$ cat config.mk
export PLATFORM = sky130hd
export DESIGN_NAME = fpadd_issue_ctrl
export DESIGN_NICKNAME = d
export VERILOG_FILES = /design/src/rtl/fpadd_pkg.sv /design/src/rtl/fpadd_opq.sv /design/src/rtl/fpadd_issue_ctrl.sv
export SDC_FILE = /design/constraint.sdc
export NUM_CORES = 1
export LEC_CHECK = 0
export ABC_AREA = 1
export CAP_MARGIN = 5
export CORE_MARGIN = 4
export CORE_UTILIZATION = 55
export CTS_CLUSTER_DIAMETER = 120
export DETAILED_ROUTE_END_ITERATION = 7
export HOLD_SLACK_MARGIN = 0.02
export PLACE_DENSITY = 0.84
export SYNTH_ARGS = -nofsm -noshare
export SYNTH_HDL_FRONTEND = slang
export SYNTH_HIERARCHICAL = 1
export SYNTH_SLANG_ARGS = --single-unit
$ cat constraint.sdc
create_clock -name clk -period 12.48 [get_ports clk]
set_clock_uncertainty 0.1 [all_clocks]
set_input_delay 3.12 -clock clk [delete_from_list [all_inputs] [get_ports clk]]
set_output_delay 3.12 -clock clk [all_outputs]
set_load 0.02 [all_outputs]
$ cat src/rtl/fpadd_pkg.sv
// ============================================================================
//  Module      : fpadd_pkg
//  Description : IEEE-754 single-precision classes, constants and classifier
//  Revision    : 1.0  initial release
// ============================================================================
`default_nettype none

package fpadd_pkg;

    typedef enum logic [2:0] {
        CLS_NORM,
        CLS_ZERO,
        CLS_DENORM,
        CLS_INF,
        CLS_NAN
    } fp_class_e;

    localparam logic [31:0] FP_QNAN    = 32'h7FC0_0000;
    localparam logic [7:0]  FP_EXP_MAX = 8'hFF;

    function automatic fp_class_e fp_classify(input logic [31:0] x);
        fp_class_e c;
        if (x[30:23] == FP_EXP_MAX)
            c = (x[22:0] != 23'd0) ? CLS_NAN : CLS_INF;
        else if (x[30:23] == 8'h00)
            c = (x[22:0] != 23'd0) ? CLS_DENORM : CLS_ZERO;
        else
            c = CLS_NORM;
        return c;
    endfunction

endpackage

`default_nettype wire

$ cat src/rtl/fpadd_opq.sv
// ============================================================================
//  Module      : fpadd_opq
//  Description : DEPTH-entry FIFO holding {A, B} operand pairs
//  Revision    : 1.0  initial release
// ============================================================================
`default_nettype none

module fpadd_opq #(
    parameter  int DEPTH = 2,
    parameter  int WIDTH = 64,
    localparam int CW    = $clog2(DEPTH + 1)
) (
    input  logic             clk,
    input  logic             rst_n,
    input  logic             i_push,
    input  logic [WIDTH-1:0] i_wr_data,
    input  logic             i_pop,
    output logic [WIDTH-1:0] o_rd_data,
    output logic             o_full,
    output logic             o_empty,
    output logic [CW-1:0]    o_count
);

    localparam int PW = (DEPTH > 1) ? $clog2(DEPTH) : 1;

    logic [WIDTH-1:0] r_mem [DEPTH];
    logic [PW-1:0]    r_wr_ptr;
    logic [PW-1:0]    r_rd_ptr;
    logic [CW-1:0]    r_count;
    logic             w_push_ok;
    logic             w_pop_ok;

    function automatic logic [PW-1:0] ptr_next(input logic [PW-1:0] p);
        return (p == PW'(DEPTH - 1)) ? '0 : p + PW'(1);
    endfunction

    assign o_full    = (r_count == CW'(DEPTH));
    assign o_empty   = (r_count == '0);
    assign o_count   = r_count;
    assign o_rd_data = r_mem[r_rd_ptr];
    assign w_push_ok = i_push && !o_full;
    assign w_pop_ok  = i_pop && !o_empty;

    // Storage carries no reset: contents are meaningless while count is zero.
    always_ff @(posedge clk) begin
        if (w_push_ok)
            r_mem[r_wr_ptr] <= i_wr_data;
    end

    always_ff @(posedge clk or negedge rst_n) begin
        if (!rst_n) begin
            r_wr_ptr <= '0;
            r_rd_ptr <= '0;
            r_count  <= '0;
        end else begin
            if (w_push_ok)
                r_wr_ptr <= ptr_next(r_wr_ptr);
            if (w_pop_ok)
                r_rd_ptr <= ptr_next(r_rd_ptr);
            case ({w_push_ok, w_pop_ok})
                2'b10:   r_count <= r_count + CW'(1);
                2'b01:   r_count <= r_count - CW'(1);
                default: r_count <= r_count;
            endcase
        end
    end

endmodule

`default_nettype wire

$ cat src/rtl/fpadd_issue_ctrl.sv
// ============================================================================
//  Module      : fpadd_issue_ctrl
//  Description : Queued issue/return front end for a combinational FP adder;
//                FPADD_FLUSH_DENORM_EN enables denormal flush-to-zero.
//  Revision    : 1.0  initial release
// ============================================================================
`default_nettype none

module fpadd_issue_ctrl
    import fpadd_pkg::*;
#(
    parameter int DEPTH = 2
) (
    input  logic        clk,
    input  logic        rst_n,
    input  logic        in_valid,
    output logic        in_ready,
    input  logic [31:0] in_a,
    input  logic [31:0] in_b,
    input  logic        in_sub,
    output logic [31:0] add_src1,
    output logic [31:0] add_src2,
    input  logic [31:0] add_out,
    output logic        res_valid,
    input  logic        res_ready,
    output logic [31:0] res_data,
    output logic [2:0]  res_flags,
    output logic        busy
);

    localparam int CW = $clog2(DEPTH + 1);

    localparam logic [1:0] ST_IDLE = 2'd0;
    localparam logic [1:0] ST_EVAL = 2'd1;
    localparam logic [1:0] ST_DONE = 2'd2;

    logic [1:0]    r_state;
    logic [31:0]   r_src1, r_src2, r_byp, r_res_data;
    logic          r_byp_en, r_res_valid;
    logic [2:0]    r_res_flags;

    logic          w_full, w_empty, w_load, w_byp;
    logic [CW-1:0] w_count;
    logic [63:0]   w_head;
    logic [31:0]   w_a, w_b, w_byp_val, w_res;
    logic [2:0]    w_flags;
    fp_class_e     w_cls_a, w_cls_b;

    assign in_ready = !w_full;
    assign w_load   = !w_empty && ((r_state == ST_IDLE) || ((r_state == ST_DONE) && res_ready));

    fpadd_opq #(
        .DEPTH (DEPTH),
        .WIDTH (64)
    ) u_opq (
        .clk       (clk),
        .rst_n     (rst_n),
        .i_push    (in_valid && in_ready),
        .i_wr_data ({in_a, in_b ^ {in_sub, 31'b0}}),
        .i_pop     (w_load),
        .o_rd_data (w_head),
        .o_full    (w_full),
        .o_empty   (w_empty),
        .o_count   (w_count)
    );

    always_comb begin
        w_a = w_head[63:32];
        w_b = w_head[31:0];
`ifdef FPADD_FLUSH_DENORM_EN
        if (fp_classify(w_a) == CLS_DENORM) w_a = {w_a[31], 31'b0};
        if (fp_classify(w_b) == CLS_DENORM) w_b = {w_b[31], 31'b0};
`endif
        w_cls_a   = fp_classify(w_a);
        w_cls_b   = fp_classify(w_b);
        w_byp     = 1'b1;
        w_byp_val = FP_QNAN;
        if ((w_cls_a == CLS_NAN) || (w_cls_b == CLS_NAN))
            w_byp_val = FP_QNAN;
        else if ((w_cls_a == CLS_INF) && (w_cls_b == CLS_INF) && (w_a[31] != w_b[31]))
            w_byp_val = FP_QNAN;
        else if (w_cls_a == CLS_INF)
            w_byp_val = w_a;
        else if (w_cls_b == CLS_INF)
            w_byp_val = w_b;
        else begin
            w_byp     = 1'b0;
            w_byp_val = '0;
        end
    end

    always_comb begin
        w_res = r_byp_en ? r_byp : add_out;
`ifdef FPADD_FLUSH_DENORM_EN
        if (w_res[30:23] == 8'h00) w_res = {w_res[31], 31'b0};
`endif
        w_flags = {(w_res[30:23] == FP_EXP_MAX) && (w_res[22:0] != 23'd0),
                   (w_res[30:23] == FP_EXP_MAX) && (w_res[22:0] == 23'd0),
                   (w_res[30:0] == 31'd0)};
    end

    always_ff @(posedge clk or negedge rst_n) begin
        if (!rst_n) begin
            r_state     <= ST_IDLE;
            r_src1      <= '0;
            r_src2      <= '0;
            r_byp       <= '0;
            r_byp_en    <= 1'b0;
            r_res_data  <= '0;
            r_res_flags <= '0;
            r_res_valid <= 1'b0;
        end else begin
            // Operands are always loaded so the adder sees stable inputs, even on bypass.
            if (w_load) begin
                r_src1   <= w_a;
                r_src2   <= w_b;
                r_byp    <= w_byp_val;
                r_byp_en <= w_byp;
            end
            case (r_state)
                ST_IDLE: begin
                    if (w_load)
                        r_state <= ST_EVAL;
                end
                ST_EVAL: begin
                    r_res_data  <= w_res;
                    r_res_flags <= w_flags;
                    r_res_valid <= 1'b1;
                    r_state     <= ST_DONE;
                end
                ST_DONE: begin
                    // Valid drops on the handshake so a result is never offered twice.
                    if (res_ready) begin
                        r_res_valid <= 1'b0;
                        r_state     <= w_load ? ST_EVAL : ST_IDLE;
                    end
                end
                default: r_state <= ST_IDLE;
            endcase
        end
    end

    assign add_src1  = r_src1;
    assign add_src2  = r_src2;
    assign res_valid = r_res_valid;
    assign res_data  = r_res_data;
    assign res_flags = r_res_flags;
    assign busy      = (r_state != ST_IDLE) || (w_count != '0);

endmodule

`default_nettype wire

==> results.md, run 1 <==
- Drt total wl: 24700 um
- Final Hold Viols: 0
- WHS Path Cells: 2
- Worst-Skew Late Latency: 0.53 ns
- Post-cts sizing count: 0
- H-tree Lvls: 1
- Drt pass-1 iters: 5
- Vias per cell: 5.12
- Core ar.: 0.0188 sq mm
- DRC errors left: 0
- Die Y-Extent: 147 um
- Initial antenna violation count: 1
- Die ar.: approximately 0.022 sq mm
- RSZ-0062 raised after global routing: no
- Gp weighted congestion: 0.855
- Commonest non-fill, non-tap cell in the layout: nand2_1
- Detailed Place HPWL: 16100 um
- CTS buffer count: 26
- Final period util: 0.408
- First-pass GRT wire length: about 40000 um
- Gr usage total: 0.228
- CP Launch Type: input pin
- Area leader, netlist: edfxtp_1
- Synth unique cells: 30
- CP endpoint kind: flop
- Hold Slack: 0.374 ns
- Via count: 7886
- Seq/Total Area, Yosys: 0.690
- Worst-path clk slew: 0.06 ns
- Critical path data required time: 12.79 ns
- WP data arrival: around 5.4 ns
- Synth warn: 6
- Hold buffers post-CTS: 0
- Final instance area: 0.0137 sq mm
- Placed cell count: 1492
- Non-Filler Instances: between 1.5k and 2k
- F_max: slightly below 200 MHz
- Commonest non-fill, non-tap cells in the layout: nand2_1, clkdlybuf4s50_1, dfrtp_1
- Setup-failing EPs final: 0
- Placed instance area: 0.0128 sq mm
- Rel. slew slack: 0.335
- VDD IR max: 0.000162 V
- Sink Count: 267
- # diodes: 0
- Post-Syn Nets: 1168
- Layout cells sized above 1: 0.0516
- Ports: just over 200
- CTS max path bufs: 3
- Synth top area cells: edfxtp_1, dfrtp_1, nand2_1, nor2_1, o21ai_0
- Pleak: ~6.1 nW
- Setup Buffers After CTS: 0
- Nets: 1362
- Slew Viols, Final: 0
- Status: finished clean
- Syn Std Cell Area: 0.0106 sq mm
- Antenna Nets Post-Route: 0
- # Max-Cap Violations: 0
- Mean post-synth cell area: 9.96 sq um
- Number of cells produced by synthesis: 1066
- Largest net degree at the start of global routing: 94
- Vias in the first global route: roughly 8.2k
- Port-buffer cells: 202
- Chip Width: about 150 um
- FF-to-FF path depth: 13
- CTS tree: yes
- Initial core utilization: 0.564
- #FFs+latches synth: 267
- Wire per inst: 16.0 um
- Power per cell area: around 260 mW/mm^2
- Area growth syn-to-layout: 28.6%
- Crit path max fanout: 93
- Grt total ovfl: 0
- Slew @ Worst Pin: 0.998 ns
- Critical path class: in -> reg
- Type of the most critical hold path: reg -> reg
- DRT iter0 DRCs: 598
- Site Rows: 50
- Root Buffer: clkbuf_16
- Synth top area share: 0.362
- TNS Setup: 0 ns
- Fin crit period: 5.10 ns
## logic make-up (layout without fill, tap and decap cells)
family,count (synthesis),in the layout,share of synthesized area
AO/OA/AOI/OAI,67,67,0.0331
XOR/XNOR,3,3,0.00247
adder cells (fa/ha/maj),1,1,0.00118
buffers and inverters,102,316,0.0438
flip-flops,267,267,0.690
multiplexers,2,2,0.00189
AND/OR/NAND/NOR,624,624,0.228
## worst paths after layout
check | startpoint | to | slack [ns]
setup / recovery | res_ready | u_opq/o_count[1] | 7.38
max in group asynchronous | rst_n | res_data[31] | 8.46
setup reg to reg | u_opq/r_rd_ptr | r_byp[30] | 9.43
hold reg to reg | add_src1[11] | add_src1[11] | 0.37
hold / removal | add_src1[11] | add_src1[11] | 0.37
min in group asynchronous | rst_n | add_src1[14] | 2.51
## power breakdown
group          total (W)  switching, W  internal (W)
Sequential       0.00137      0.000147       0.00122
Clock           0.000767      0.000319      0.000448
Combinational    0.00144      0.000916      0.000520
## registers in the layout, indices dropped and copies added, names as in the netlist
register and cells:
res_flags 3, u_opq/r_mem 128, u_opq/o_count 2, r_state 2, add_src1 32, u_opq/r_wr_ptr 1, res_valid 1, r_byp_en 1
r_byp 32, res_data 32, u_opq/r_rd_ptr 1, add_src2 32
## metal layers
metal,global-route usage,vias up,share of wire
li1,-,3781,-
met1,0.285,3731,0.39
met2,0.396,320,0.49
met3,0.0614,52,0.091
met4,0.0601,2,0.025
met5,0,-,0.00053
## worst max-delay path, stage by stage
cell             delay [ns]
clkdlybuf4s50_1        0.50
o21ai_1                0.13
nor2_4                 0.09
buf_4                  0.76
nand2_1                0.17
inv_1                  0.09
ha_1                   0.25
inv_1                  0.09
nand3_1                0.07
nand2_1                0.06
nand2_1                0.05
## through the flow
stage,util,total power [W],setup slack (ns)
after floorplan,-,0.00226,5.85
after global placement,0.680,0.00276,6.94
after detailed placement,0.680,0.00282,6.84
after CTS,0.725,0.00360,7.38
after global routing,0.725,0.00381,7.18
final,0.725,0.00357,7.38
## area by class of cell
cell class,count,area [sq um]
flip-flops and latches,267,7320
fillers,1306,5180
multi-input cells,697,2850
repair buffers,211,2090
clock buffers,33,717
well taps,260,325
inverters,57,214
clock inverters,15,136
## synthesized netlist by cell type, drive strengths merged
master and n:
a21oi 2, a31oi 1, and2 2, buf 33
clkbuf 12, dfrtp 139, edfxtp 128, ha 1
inv 57, mux2i 2, nand2 488, nand3 21
nand3b 1, nand4 12, nor2 96, nor2b 1
nor3 1, o21ai 64, or2 2, xnor2 1
xor2 2
Power figures use the tool's default switching activity.
==> run 2: changes to the inputs <==
- CORE_UTILIZATION: 55 -> 52
- PLACE_DENSITY: 0.84 -> 0.8
- clock period: 12.48 -> 4.9 ns (I/O delays scaled with it)
==> run 2 against run 1 <==
Compared with the run above: global-route usage down 0.91 points; combinational power grew to 2.5 times the previous value; cell count rose by 0.78%.
==> results.md, run 2 (synthesized netlist as in run 1, its figures left out) <==
- Drt total wl: 24900 um (+0.90%)
- Commonest non-fill, non-tap cells in the layout: nand2_1, clkdlybuf4s50_1, dfrtp_1
- Status: finished clean
- TNS Setup: 0 ns (unchanged)
- Final period util: 0.654
- DRT iter0 DRCs: 642 (+7.4%)
- Hold buffers post-CTS: 0 (unchanged)
- Layout cells sized above 1: 0.0484 (-0.00320)
- First-pass GRT wire length: 39100 um (-1.6%)
- Crit-path max cell delay: 0.54 ns (-0.22 ns)
- Cell chain of the critical path: nor2_1 > inv_1 > clkdlybuf4s50_1
- WP data arrival: 1.88 ns (-3.52 ns)
- F_max: 312 MHz
- H-tree Lvls: 1 (unchanged)
- Area of the multi-input gates: 0.00285 sq mm (unchanged)
- FF-to-FF path depth: 10 (-3)
- Gp weighted congestion: 0.831 (-2.8%)
- VDD IR max: 0.000475 V (+190%)
- Rel. slew slack: 0.209 (-0.125)
- CTS buffer count: 27 (+3.8%)
- Critical path class: reg -> out
- Initial antenna violation count: 0 (-1)
- Gr usage total: 0.219 (-0.00908)
- Wire per inst: 16.0 um (+0.12%)
- Core ar.: 0.0202 sq mm (+7.1%)
- Fin crit period: 3.20 ns
- Pleak: 6.07 nW (about the same)
- Slew Viols, Final: 0 (unchanged)
- Bufs and invs on worst path: 2 (-2)
- Grt total ovfl: 0 (unchanged)
- Ports: 203 (unchanged)
- Slew @ Worst Pin: 1.19 ns (+0.188 ns)
- Root Buffer: clkbuf_16
- Largest net degree at the start of global routing: 93 (-1.1%)
- Area growth syn-to-layout: 28.8%
- Largest register FFs: 128 (unchanged)
- Non-Filler Instances: 1552 (+0.78%)
- Largest Register: u_opq/r_mem
- Worst-path clk slew: 0.06 ns (about the same)
- Type of the most critical hold path: reg -> reg
- # Max-Cap Violations: 0 (unchanged)
- # diodes: 0 (unchanged)
- Vias per cell: 5.06 (-1.3%)
- Setup-failing EPs final: 0 (unchanged)
- CP endpoint kind: output port
- Drt pass-1 iters: 6 (+1)
- Placed cell count: 1503 (+0.74%)
- FF/Latch Area: 0.00732 sq mm (unchanged)
- CP top delay family: buffers and inverters
- Chip Width: 151 um (+2.7%)
- Setup Buffers After CTS: 0 (unchanged)
- Port-buffer cells: 202 (unchanged)
- Initial core utilization: 0.526 (-0.0374)
- Slowest CP cell: clkdlybuf4s50_1
- Vias in the first global route: 7737 (-5.3%)
- Site Rows: 52 (+4.0%)
- Nets: 1364 (+0.15%)
- CTS tree: yes
- Crit path max fanout: 6 (-94%)
- Post-cts sizing count: 0 (unchanged)
- Fill cell count: 1529 (+17%)
- Die ar.: 0.0228 sq mm (+5.4%)
- Final Hold Viols: 0 (unchanged)
- Via count: 7848 (-0.48%)
- Die Y-Extent: 151 um (+2.7%)
- CP Launch Type: flop
- RSZ-0062 raised after global routing: no
- Commonest non-fill, non-tap cell in the layout: nand2_1
- DRC errors left: 0 (unchanged)
- Detailed Place HPWL: 16000 um (-0.12%)
- Setup slack, reg-to-reg: 2.21 ns (-7.22 ns)
- Worst-Skew Late Latency: 0.53 ns (about the same)
- Sink Count: 267 (unchanged)
- Antenna Nets Post-Route: 0 (unchanged)
- WP depth: 3 (-8)
- Power per cell area: 668 mW/mm^2 (+160%)
- CTS max path bufs: 3 (unchanged)
- Critical path data required time: 3.58 ns (-9.21 ns)
- WHS Path Cells: 2 (unchanged)
run 2: changes by cell type in the layout (fill, tap and decap cells not counted), sizes merged:
| cell | before | now |
|---|---|---|
| buf | 10 | 11 |
| bufinv | 2 | 3 |
run 2: final cells by class:
type | instances | area share
Tap cell | 270 | 0.0247
Inverter | 57 | 0.0156
Sequential cell | 267 | 0.535
Clock buffer | 33 | 0.0518
Multi-Input combinational cell | 697 | 0.208
Timing Repair Buffer | 212 | 0.153
Clock inverter | 16 | 0.0112
run 2: per-stage QoR:
stage                     instance area [sq um]  setup slack, ns  hold WS, ns  total power (W)  utilization
after floorplan                           10600            0.167        0.349          0.00575            -
after global placement                    12800             1.23        0.357          0.00704        0.636
after detailed placement                  12800             1.18        0.362          0.00716        0.636
after CTS                                 13700             1.66        0.376          0.00922        0.678
after global routing                      13700             1.49        0.391          0.00977        0.678
final                                     13700             1.70        0.372          0.00915        0.678
run 2: where the power goes:
| group | internal [W] | switching, W |
|---|---|---|
| Clock | 0.00118 | 0.000826 |
| Combinational | 0.00132 | 0.00233 |
| Sequential | 0.00312 | 0.000364 |
| Total | 0.00562 | 0.00352 |
run 2: tightest hold or removal path, cell delays in order (launching register included):
cell,delay [ns]
dfrtp_1,0.34
nand2_1,0.06
nand2_1,0.05
run 2: worst paths after layout:
kind	from	to
setup / recovery	u_opq/o_count[0]	in_ready
hold / removal	add_src2[14]	add_src2[14]
setup reg to reg	u_opq/r_rd_ptr	r_byp[29]
hold reg to reg	add_src2[14]	add_src2[14]
max in group asynchronous	rst_n	u_opq/r_rd_ptr
min in group asynchronous	rst_n	res_data[8]
run 2: layer usage:
metal,global-route usage,wire length (um),up-vias
met2,0.369,11900,336
met1,0.295,10200,3683
met5,0,0,-
met3,0.0386,2180,44
met4,0.0626,519,0
li1,-,-,3785
==> run 3: changes to the inputs <==
- CORE_UTILIZATION: 52 -> 47
- PLACE_DENSITY: 0.8 -> 0.76
- clock period: 4.9 -> 2.9 ns (I/O delays scaled with it)
==> run 3 against run 2 <==
Compared with the run above: cell count is 0.84% higher; global-route usage decreased by 1.6 points; highest routed layer is now met5; critical endpoint unchanged; non-clock buffer count rose by 4; largest power group unchanged; critical path type unchanged.
==> results.md, run 3 (synthesized netlist as in run 1, its figures left out) <==
- Status: finished clean
- Fin crit period: between 2 and 3 ns
- CTS max path bufs: 3 (unchanged)
- DRC errors left: 0 (unchanged)
- Setup Buffers After CTS: 0 (unchanged)
- CP endpoint kind: output port
- F_max: 380 MHz
- Placed instance area: 0.0129 sq mm (+1.0%)
- Drt total wl: 25300 um (+1.8%)
- Core ar.: 0.0220 sq mm (+9.2%)
- Nets: 1368 (+0.29%)
- TNS Setup: 0 ns (unchanged)
- Post-cts sizing count: 0 (unchanged)
- Wire per inst: 16.2 um (+0.96%)
- H-tree Lvls: 1 (unchanged)
- Gr usage total: 0.203 (-0.0156)
- Root Buffer: clkbuf_16
- First-pass GRT wire length: 40300 um (+3.0%)
- Final core occ: 0.631 (-0.0476)
- # diodes: 0 (unchanged)
- Final instance area: 0.0139 sq mm (+1.5%)
- Largest net degree at the start of global routing: 68 (-27%)
- Area growth syn-to-layout: 30.8%
- Sink Count: 267 (unchanged)
- Hold Slack: 0.0361 ns (-0.336 ns)
- Chip Width: 158 um (+4.9%)
- Largest register FFs: 128 (unchanged)
- RSZ-0062 raised after global routing: no
- Sequential group share of total power: 0.369 (-0.011)
- Critical path class: reg -> out
- # Max-Cap Violations: 0 (unchanged)
- Ports: 203 (unchanged)
- Pint: 0.00987 W (+76%)
- Crit path max fanout: 4 (-2)
- Setup-failing EPs final: 0 (unchanged)
- Vias in the first global route: 8023 (+3.7%)
- VDD IR max: 0.000822 V (+73%)
- Worst-path clk slew: 0.06 ns (about the same)
- Pleak: 6.15 nW (+1.3%)
- Die ar.: 0.0251 sq mm (+10%)
- Clock share of power: 0.231 (+0.012)
- Gp weighted congestion: 0.833 (+0.22%)
- Slew Viols, Final: 0 (unchanged)
- Initial core utilization: 0.482 (-0.0444)
- Worst-Skew Late Latency: 0.54 ns (about the same)
- Hold buffers post-CTS: 0 (unchanged)
- Drt pass-1 iters: 5 (-1)
- Commonest non-fill, non-tap cell in the layout: nand2_1
- Switch Pwr: 0.00599 W (+70%)
- Grt total ovfl: 0 (unchanged)
- Slew @ Worst Pin: 0.515 ns (-0.671 ns)
- Via count: 7766 (-1.0%)
- Detailed Place HPWL: 16900 um (+5.3%)
- Vias per cell: 4.96 (-1.9%)
- Initial antenna violation count: 2 (+2)
- Largest Register: u_opq/r_mem
- Layout cells sized above 1: 0.0521 (+0.00378)
- Site Rows: 54 (+3.8%)
- Die Y-Extent: 158 um (+4.9%)
- Final period util: 0.908
- WP data arrival: 1.81 ns (-0.07 ns)
- Power per cell area: 1140 mW/mm^2 (+71%)
- Commonest non-fill, non-tap cells in the layout: nand2_1, clkdlybuf4s50_1, dfrtp_1
- DRT iter0 DRCs: 516 (-20%)
- Pre-CTS WS: 0.354 ns (-0.822 ns)
- Antenna Nets Post-Route: 0 (unchanged)
- CP Launch Type: flop
- Rel. slew slack: 0.657 (+0.447)
- Final Hold Viols: 0 (unchanged)
- CTS tree: yes
- Switching Fraction: 0.378 (-0.00759)
- Gate power share: 0.400 (about the same)
- Final worst setup slack: 0.268 ns (-1.43 ns)
- CTS buffer count: 27 (unchanged)
- Port-buffer cells: 202 (unchanged)
- Type of the most critical hold path: in -> async
- Critical path data required time: 2.08 ns (-1.50 ns)
## run 3: worst max-delay path, cell delays in order (launching register included)
cell,delay [ns]
dfrtp_1,0.40
inv_1,0.12
nor2_1,0.08
inv_1,0.06
clkdlybuf4s50_1,0.63
## run 3: layout make-up
| class | instances | area (sq um) |
|---|---|---|
| Clock buffer | 38 | 747 |
| Clock inverter | 10 | 195 |
| Fill cell | 1745 | 8130 |
| Inverter | 57 | 214 |
| Multi-Input combinational cell | 697 | 2850 |
| Sequential cell | 267 | 7320 |
| Tap cell | 280 | 350 |
| Timing Repair Buffer | 216 | 2220 |
## run 3: per-stage QoR
stage	total power, W	instances
global placement	0.0121	1517
global route	0.0169	1565
floorplan	0.00970	1066
CTS	0.0160	1565
detailed placement	0.0123	1517
finish	0.0159	1565
## run 3: power groups by stage
| stage | logic (W) | clock network (W) | registers [W] |
|---|---|---|---|
| 2_1_floorplan | 0.00316 | 0 | 0.00654 |
| 3_3_place_gp | 0.00618 | 0 | 0.00589 |
| 3_5_place_dp | 0.00638 | 0 | 0.00589 |
| 4_1_cts | 0.00642 | 0.00374 | 0.00586 |
| 5_1_grt | 0.00706 | 0.00388 | 0.00598 |
| 6_report | 0.00635 | 0.00366 | 0.00585 |
## run 3: final timing paths
path	cells after the start	end	from	slack, ns
max	4	in_ready	u_opq/o_count[1]	0.27
min	1	r_byp[10]	rst_n	0.04
max reg2reg	12	r_byp[27]	u_opq/r_rd_ptr	0.60
min reg2reg	2	add_src2[5]	add_src2[5]	0.37
max in group asynchronous	2	add_src1[18]	rst_n	1.94
min in group clk	2	add_src2[5]	add_src2[5]	0.37
## run 3: metal layers
layer	vias to the layer above	global-route usage	part of all wire
met1	3632	0.268	0.42
met4	4	0.0504	0.021
met3	38	0.0478	0.084
met5	-	0	0.00087
met2	293	0.344	0.48
li1	3799	-	-
